## src/rtl/sevenseg_pkg.sv

```systemverilog
// Shared seven-segment constants and decoder FSM states.
// Used by the display encoder and the receive-side decoder.
package sevenseg_pkg;

  typedef enum logic [1:0] {
    WAIT_ANY,
    WAIT_OTHER,
    LOCKED
  } state_t;

  localparam logic [6:0] SEG_0 = 7'h3F;
  localparam logic [6:0] SEG_1 = 7'h06;
  localparam logic [6:0] SEG_2 = 7'h5B;
  localparam logic [6:0] SEG_3 = 7'h4F;
  localparam logic [6:0] SEG_4 = 7'h66;
  localparam logic [6:0] SEG_5 = 7'h6D;
  localparam logic [6:0] SEG_6 = 7'h7D;
  localparam logic [6:0] SEG_7 = 7'h07;
  localparam logic [6:0] SEG_8 = 7'h7F;
  localparam logic [6:0] SEG_9 = 7'h6F;
  localparam logic [6:0] SEG_BLANK = 7'h00;

  localparam logic [3:0] DIGIT_BLANK = 4'hF;
  localparam logic [3:0] DIGIT_ERR = 4'hE;

endpackage

```

## src/rtl/sevenseg_mux_decoder_seg7_to_digit.sv

```systemverilog
// Combinational segment pattern {g,f,e,d,c,b,a} to digit lookup.
// Unknown patterns map to DIGIT_ERR and raise err.
module seg7_to_digit
  import sevenseg_pkg::*;
(
  input  logic [6:0] seg,
  output logic [3:0] digit,
  output logic       err
);

  always_comb begin
    digit = DIGIT_ERR;
    err = 1'b0;
    case (seg)
      SEG_0:     digit = 4'd0;
      SEG_1:     digit = 4'd1;
      SEG_2:     digit = 4'd2;
      SEG_3:     digit = 4'd3;
      SEG_4:     digit = 4'd4;
      SEG_5:     digit = 4'd5;
      SEG_6:     digit = 4'd6;
      SEG_7:     digit = 4'd7;
      SEG_8:     digit = 4'd8;
      SEG_9:     digit = 4'd9;
      SEG_BLANK: digit = DIGIT_BLANK;
      default: begin
        digit = DIGIT_ERR;
        err = 1'b1;
      end
    endcase
  end

endmodule

```

## src/rtl/sevenseg_mux_decoder.sv

```systemverilog
// Receive side of the muxed dual seven-segment bus: sync, debounce,
// decode and reassemble tens/ones, with stall detection.
module sevenseg_mux_decoder
  import sevenseg_pkg::*;
#(
  parameter int SYNC_STAGES = 2,
  parameter int STABLE_CYCLES = 2,
  parameter int TIMEOUT = 64
) (
  input  logic       clk,
  input  logic       reset,
  input  logic [7:0] code_in,
  output logic [3:0] tens,
  output logic [3:0] ones,
  output logic       frame_valid,
  output logic       locked,
  output logic       seg_err,
  output logic       stalled
);

  localparam logic [3:0] STB = 4'(STABLE_CYCLES);
  localparam logic [15:0] TO = 16'(TIMEOUT);

  logic [7:0] s;
  logic [7:0] p;
  logic [3:0] cnt;
  logic [3:0] cnt_nxt;
  logic armed;
  logic arm_nxt;
  logic [15:0] idle;
  state_t state;
  logic phase;
  logic changed;
  logic sel_edge;
  logic accept;
  logic timeout_hit;
  logic [3:0] digit;
  logic err;

  generate
    if (SYNC_STAGES == 0) begin : g_nosync
      assign s = code_in;
    end else begin : g_sync
      logic [7:0] sync_q [SYNC_STAGES];
      always_ff @(posedge clk or posedge reset) begin
        if (reset) begin
          for (int i = 0; i < SYNC_STAGES; i++) sync_q[i] <= '0;
        end else begin
          sync_q[0] <= code_in;
          for (int i = 1; i < SYNC_STAGES; i++)
            sync_q[i] <= sync_q[i-1];
        end
      end
      assign s = sync_q[SYNC_STAGES-1];
    end
  endgenerate

  seg7_to_digit u_dec (
    .seg(s[6:0]),
    .digit(digit),
    .err(err)
  );

  assign changed = (s != p);
  assign sel_edge = s[7] ^ p[7];

  always_comb begin
    cnt_nxt = cnt;
    arm_nxt = armed;
    if (changed) begin
      cnt_nxt = 4'd1;
      arm_nxt = 1'b1;
    end else if (cnt != STB) begin
      cnt_nxt = cnt + 4'd1;
    end
  end

  assign accept = arm_nxt && (cnt_nxt == STB);
  assign timeout_hit = !sel_edge && (idle == TO - 16'd1);

  always_ff @(posedge clk or posedge reset) begin
    if (reset) begin
      p <= '0;
      cnt <= '0;
      armed <= 1'b1;
      idle <= '0;
      state <= WAIT_ANY;
      phase <= 1'b0;
      tens <= DIGIT_BLANK;
      ones <= DIGIT_BLANK;
      frame_valid <= 1'b0;
      locked <= 1'b0;
      seg_err <= 1'b0;
      stalled <= 1'b0;
    end else begin
      p <= s;
      cnt <= cnt_nxt;
      armed <= arm_nxt & ~accept;
      frame_valid <= 1'b0;
      seg_err <= accept & err;
      if (sel_edge) idle <= '0;
      else if (idle != TO) idle <= idle + 16'd1;
      if (sel_edge) stalled <= 1'b0;
      else if (timeout_hit) stalled <= 1'b1;
      if (accept) begin
        if (s[7]) tens <= digit;
        else ones <= digit;
        phase <= s[7];
        unique case (state)
          WAIT_ANY: state <= WAIT_OTHER;
          WAIT_OTHER: begin
            if (s[7] != phase) begin
              state <= LOCKED;
              frame_valid <= 1'b1;
              locked <= 1'b1;
            end
          end
          LOCKED: begin
            if (s[7] != phase) begin
              frame_valid <= 1'b1;
            end else begin
              state <= WAIT_OTHER;
              locked <= 1'b0;
            end
          end
          default: state <= WAIT_ANY;
        endcase
      end
      // A stall forces a fresh resync even if a phase lands this cycle.
      if (timeout_hit) begin
        state <= WAIT_ANY;
        locked <= 1'b0;
      end
    end
  end

endmodule

```

## config.mk

```make
export PLATFORM = sky130hd
export DESIGN_NAME = sevenseg_mux_decoder
export DESIGN_NICKNAME = d
export VERILOG_FILES = /design/src/rtl/sevenseg_pkg.sv /design/src/rtl/sevenseg_mux_decoder_seg7_to_digit.sv /design/src/rtl/sevenseg_mux_decoder.sv
export SDC_FILE = /design/constraint.sdc
export NUM_CORES = 1
export LEC_CHECK = 0
export ABC_AREA = 1
export CAP_MARGIN = 20
export CORE_MARGIN = 4
export CORE_UTILIZATION = 30
export DETAILED_ROUTE_END_ITERATION = 10
export PLACE_DENSITY = 0.57
export SLEW_MARGIN = 20
export SYNTH_ARGS = -nofsm -noshare
export SYNTH_HDL_FRONTEND = slang
export SYNTH_HIERARCHICAL = 1
export SYNTH_SLANG_ARGS = --single-unit
```

## constraint.sdc

```tcl
create_clock -name clk -period 2.45 [get_ports clk]
set_input_delay 0.3675 -clock clk [delete_from_list [all_inputs] [get_ports clk]]
set_output_delay 0.3675 -clock clk [all_outputs]
set_load 0.01 [all_outputs]
```

Yosys cells after proc, flatten, opt, wreduce, memory -nomap -nowiden
Index checks and enable logic that the tools add are counted.

storage, ports and cells
  bits in registers = 60
  bits of input ports = 10

cells by class
  add/subtract/negate cells = 2
  eq/ne operators = 20
  multiplexer cells = 22
  bitwise gates (word level) = 5
  reductions and logical operators = 15

operators by type and width
  kind                     count
  $eq A7 B7 Y1 const B     7
  $pmux W4 S11             1
  $mux W16                 2
  $add A16 B1 Y16 const B  1
  $eq A16 B6 Y1 const B    1
  $ne A16 B7 Y1 const B    1
  $eq A7 B3 Y1 const B     2
  $mux W1                  11
  $reduce_or A11 Y1        1
  $mux W2                  4
  $mux W4                  2
  $ne A8 B8 Y1             1
  $eq A7 B6 Y1 const B     1
  $logic_not A7 Y1         1
  $ne A3 B3 Y1 const B     2
  $pmux W2 S3              1
  $reduce_bool A2 Y1       3
  $add A4 B1 Y4 const B    1
  $eq A4 B2 Y1 const B     1
  $ne A4 B2 Y1 const B     1
  $reduce_and A2 Y1        2
  $reduce_and A4 Y1        1
  $reduce_and A3 Y1        1
  $reduce_bool A3 Y1       1
  11 further kinds         14

Longest topological paths before layout
  depth in word-level cells = 7
  gate-level depth with buffers = 12

Cells and area by module
The synthesis kept the hierarchy.

by module, submodules not included
  module                times used  cells an instance  area an instance (um^2)  seq. area each (um^2)
  sevenseg_mux_decoder  1           253                2566.2                   1512.7
  seg7_to_digit         1           62                 274.0                    0.0

Worst setup path before layout
No wires, ideal clock.

  path kind = reg2reg
  start = register cnt[0]
  end = register phase
  library setup time = 0.117 ns
  arrival time = 1.462 ns
  path slack = 0.871 ns
  cell stages (with the launch flop) = 12
  path buffers = 0
  clock period less this slack = 1.579 ns
  cell sequence = dfrtp_1 -> inv_1 -> ha_1 -> nand2_1 -> xor2_1 -> nand3_4 -> nor2_8 -> nand2_4 -> clkinv_4 -> nand2_4 -> o21ai_1 -> inv_1

between the ends
  word-level cells in the longest chain between the ends = 5

RTL lines
  item                                           line                                                    source
  start, declared                                sevenseg_mux_decoder.sv:26                              logic [3:0] cnt;
  start signal, assigned                         sevenseg_mux_decoder.sv:97                              cnt <= cnt_nxt;
  $add A4 B1 Y4 or $ne A4 B2 Y1 (tied branches)  sevenseg_mux_decoder.sv:74, sevenseg_mux_decoder.sv:73
  $mux W4 *                                      sevenseg_mux_decoder.sv:73                              end else if (cnt != STB) begin
  $mux W4 *                                      sevenseg_mux_decoder.sv:70                              if (changed) begin
  via cnt_nxt[0]                                 sevenseg_mux_decoder.sv:27                              logic [3:0] cnt_nxt;
  $eq A4 B2 Y1 *                                 sevenseg_mux_decoder.sv:78                              assign accept = arm_nxt && (cnt_nxt == STB);
  $logic_and A1 B1 Y1 *                          sevenseg_mux_decoder.sv:78
  end signal, assigned                           sevenseg_mux_decoder.sv:108                             phase <= s[7];
  end, declared                                  sevenseg_mux_decoder.sv:32                              logic phase;

Mark *: on every way through the listed nets, which the timed path passes. The rest lies on a longest branch.
A chain may end at the register's enable or synchronous reset.

Final worst setup path
  start = register idle[0]
  end = register idle[12]

between the ends
  word-level cells in the longest chain between the ends = 3

RTL lines
  item                    line                         source
  start, declared         sevenseg_mux_decoder.sv:30   logic [15:0] idle;
  start signal, assigned  sevenseg_mux_decoder.sv:102  else if (idle != TO) idle <= idle + 16'd1;
  $add A16 B1 Y16         sevenseg_mux_decoder.sv:102
  $mux W16                sevenseg_mux_decoder.sv:102
  $mux W16                sevenseg_mux_decoder.sv:101  if (sel_edge) idle <= '0;

Several ways; a longest one is shown, not always the timed one. The select of a mux whose other input is x is not followed.

==> metrics.txt <==
DPL Wire Length=3717 um; simple-gate share of the synthesized area=0.2643; Worst-Skew Late Latency=0.34 ns; minimum clock period after layout=1.819 ns; Fin Setup TNS=0 ns; WS Path Type=register to register; EDFF count, synth=0; synth unique cells=35; most common cell in the netlist=nand2_1; M1 GR Usage=0.1232; Setup WS pre-CTS=0.6221 ns; largest net degree at the start of global routing=61; number of nets in the layout=365; crit share post-route=0.7426; Synth Area in Adders=0.03524; post-synthesis cell count=315; clock-pin slew on the worst setup and hold paths=0.07 ns; Yosys top cell by area=dfrtp_1; hold buffers post-CTS=0; final hold viol count=0; run status=complete, no violations; IO Port Bufs=21; wire per inst=10.70 um; GR peak layer=met2; Final Skew=0.01470 ns; Residual DRC=0; Max Cap Viol=0; Layout Area Growth over Synthesis=21.06%; synth warn=6; worst min path class=register to register; CTS tree=built; first-pass GRT wire length=8749 um; P per Cell Area=633.4 nW/um^2; GR Overflow Total=0; Synth area leaders=dfrtp_1 (45%), nand2_1 (9.1%), dfstp_2 (8.3%); final antenna diode count=0; FP Rows=35; Synth top area share=0.4493; async set-reset flop share out of synthesis=1.000; Worst slew margin=0.6742; startpoint types=register; reg-to-reg setup timing slack=0.63 ns; GRT Util Overall=0.1000; mapped cell area=2840 um^2; PostCTS Resize Cnt=0; GP Congestion=0.8182; Final Worst Setup Slack=0.6307 ns; WP data required=2.72 ns; sequential share of the synthesized area=0.5326; final hold slack=0.3462 ns; critical path arrival=2.09 ns; die area=11090 um^2; VDD IR max=0.0002095 V; Peak Freq=549.7 MHz; drt pass-1 iters=4; CP Max Fanout=5; core area=9240 um^2; Mapped Nets=333; post-synthesis xor/xnor area fraction=0.03392; Pins Over Slew Limit=0; layout cells sized above 1=0.1339; total number of vias=2035; Top Ports=22; CP Launch Point=idle[0]; cts bufs inserted=9; drt via density=4.240; Post-synth top flop=dfrtp_1; Tot Pwr=2178 uW; vias in the first global route=1949; largest family of logic cells by synthesized area=simple AND/OR/NAND/NOR gates; drt total wl=5135 um; static leakage=0.001652 uW; DRT iter0 DRCs=33; Post-synth top cells=nand2_1 (69), dfrtp_1 (51), inv_1 (47); final setup vio count=0; Die Y-Extent=105.3 um; HP Start=g_sync.sync_q[10]; initial antenna violation count=0; Crit. End Element=register; RSZ-0062 raised after global routing=false; GR Util met2=0.1530; clk buf depth=2; CTS H-Tree Depth=3; worst slew pin tran=0.4842 ns; Die Width=105.3 um; Syn Area/Cell=9.017 um^2; reg2reg start=idle[0]; postcts setup bufs=0; clock tree sinks=60; Synth Area in Compound Gates=0.06608; remaining antenna violation count=0; proportion of synthesized area in mux cells=0; GR Util met3=0.03797; Starting Density=0.3074; Yosys reg bits=60; CTS Root Cell=clkbuf_8
## area by class of cell
class | instances | area, um^2
multi-input cells | 205 | 1135
inverters | 49 | 188.9
clock inverters | 3 | 45.04
flip-flops and latches | 60 | 1513
repair buffers | 22 | 230.2
well taps | 129 | 161.4
clock buffers | 12 | 165.2
fillers | 935 | 5802
## metrics by stage
stage | instances | cell area (um^2) | util
final | 480 | 3438 | 0.3721
after detailed placement | 465 | 3228 | 0.3494
after global routing | 480 | 3438 | 0.3721
after global placement | 465 | 3228 | 0.3494
after floorplan | 315 | 2840 | -
after CTS | 480 | 3438 | 0.3721
## where the power goes
group          internal (uW)  switching, uW  leakage (uW)
registers               1040           32.1      0.000742
logic                   75.5            104      0.000810
clock network            547            382      0.000101
total                   1660            518       0.00165
## state kept, by name, indices dropped and copies added (netlist names)
register / flops
locked: 1
idle: 16
p: 8
cnt: 4
phase: 1
stalled: 1
g_sync.sync_q: 8
tens: 4
state: 2
s: 8
seg_err: 1
frame_valid: 1
armed: 1
ones: 4
## routing by layer
layer	wire [um]	up-vias
li1	-	1058
met1	2457	946
met2	2426	27
met3	190	4
met4	61	0
met5	0	-
## worst max-delay path, cell delays in order (launching register included)
cell and delay [ns]:
dfrtp_1 0.37, ha_1 0.20, nand3_1 0.15, nor3_1 0.22, nand2_1 0.10, nor2_1 0.26
nand2_1 0.13, o21ai_0 0.15, and3_1 0.16
## kinds of logic after synthesis
group / after synthesis
AND/OR/NAND/NOR: 152
adder cells (fa/ha/maj): 8
AO/OA/AOI/OAI: 34
flip-flops: 60
buffers and inverters: 50
XOR/XNOR: 11
## path summary, 6_finish.rpt
check / endpoint / cells after the start
max: idle[12] / 8
min reg2reg: s[2] / 0
min in group asynchronous: g_sync.sync_q[14] / 3
max in group asynchronous: tens[3] / 3
min: s[2] / 0
max reg2reg: idle[12] / 8
## cell usage in the layout, fill, tap and decap left out, drive strengths merged, types with 6 or more instances in the layout
cell type and count:
dfrtp 51, clkbuf 12, dfstp 9, xor2 6, o21ai 21, nor3 9
nand3 19, clkdlybuf4s50 21, inv 48, a21oi 9, nand2 78, nor2 36
ha 8
Note: power is estimated with default switching activity, not from simulation.
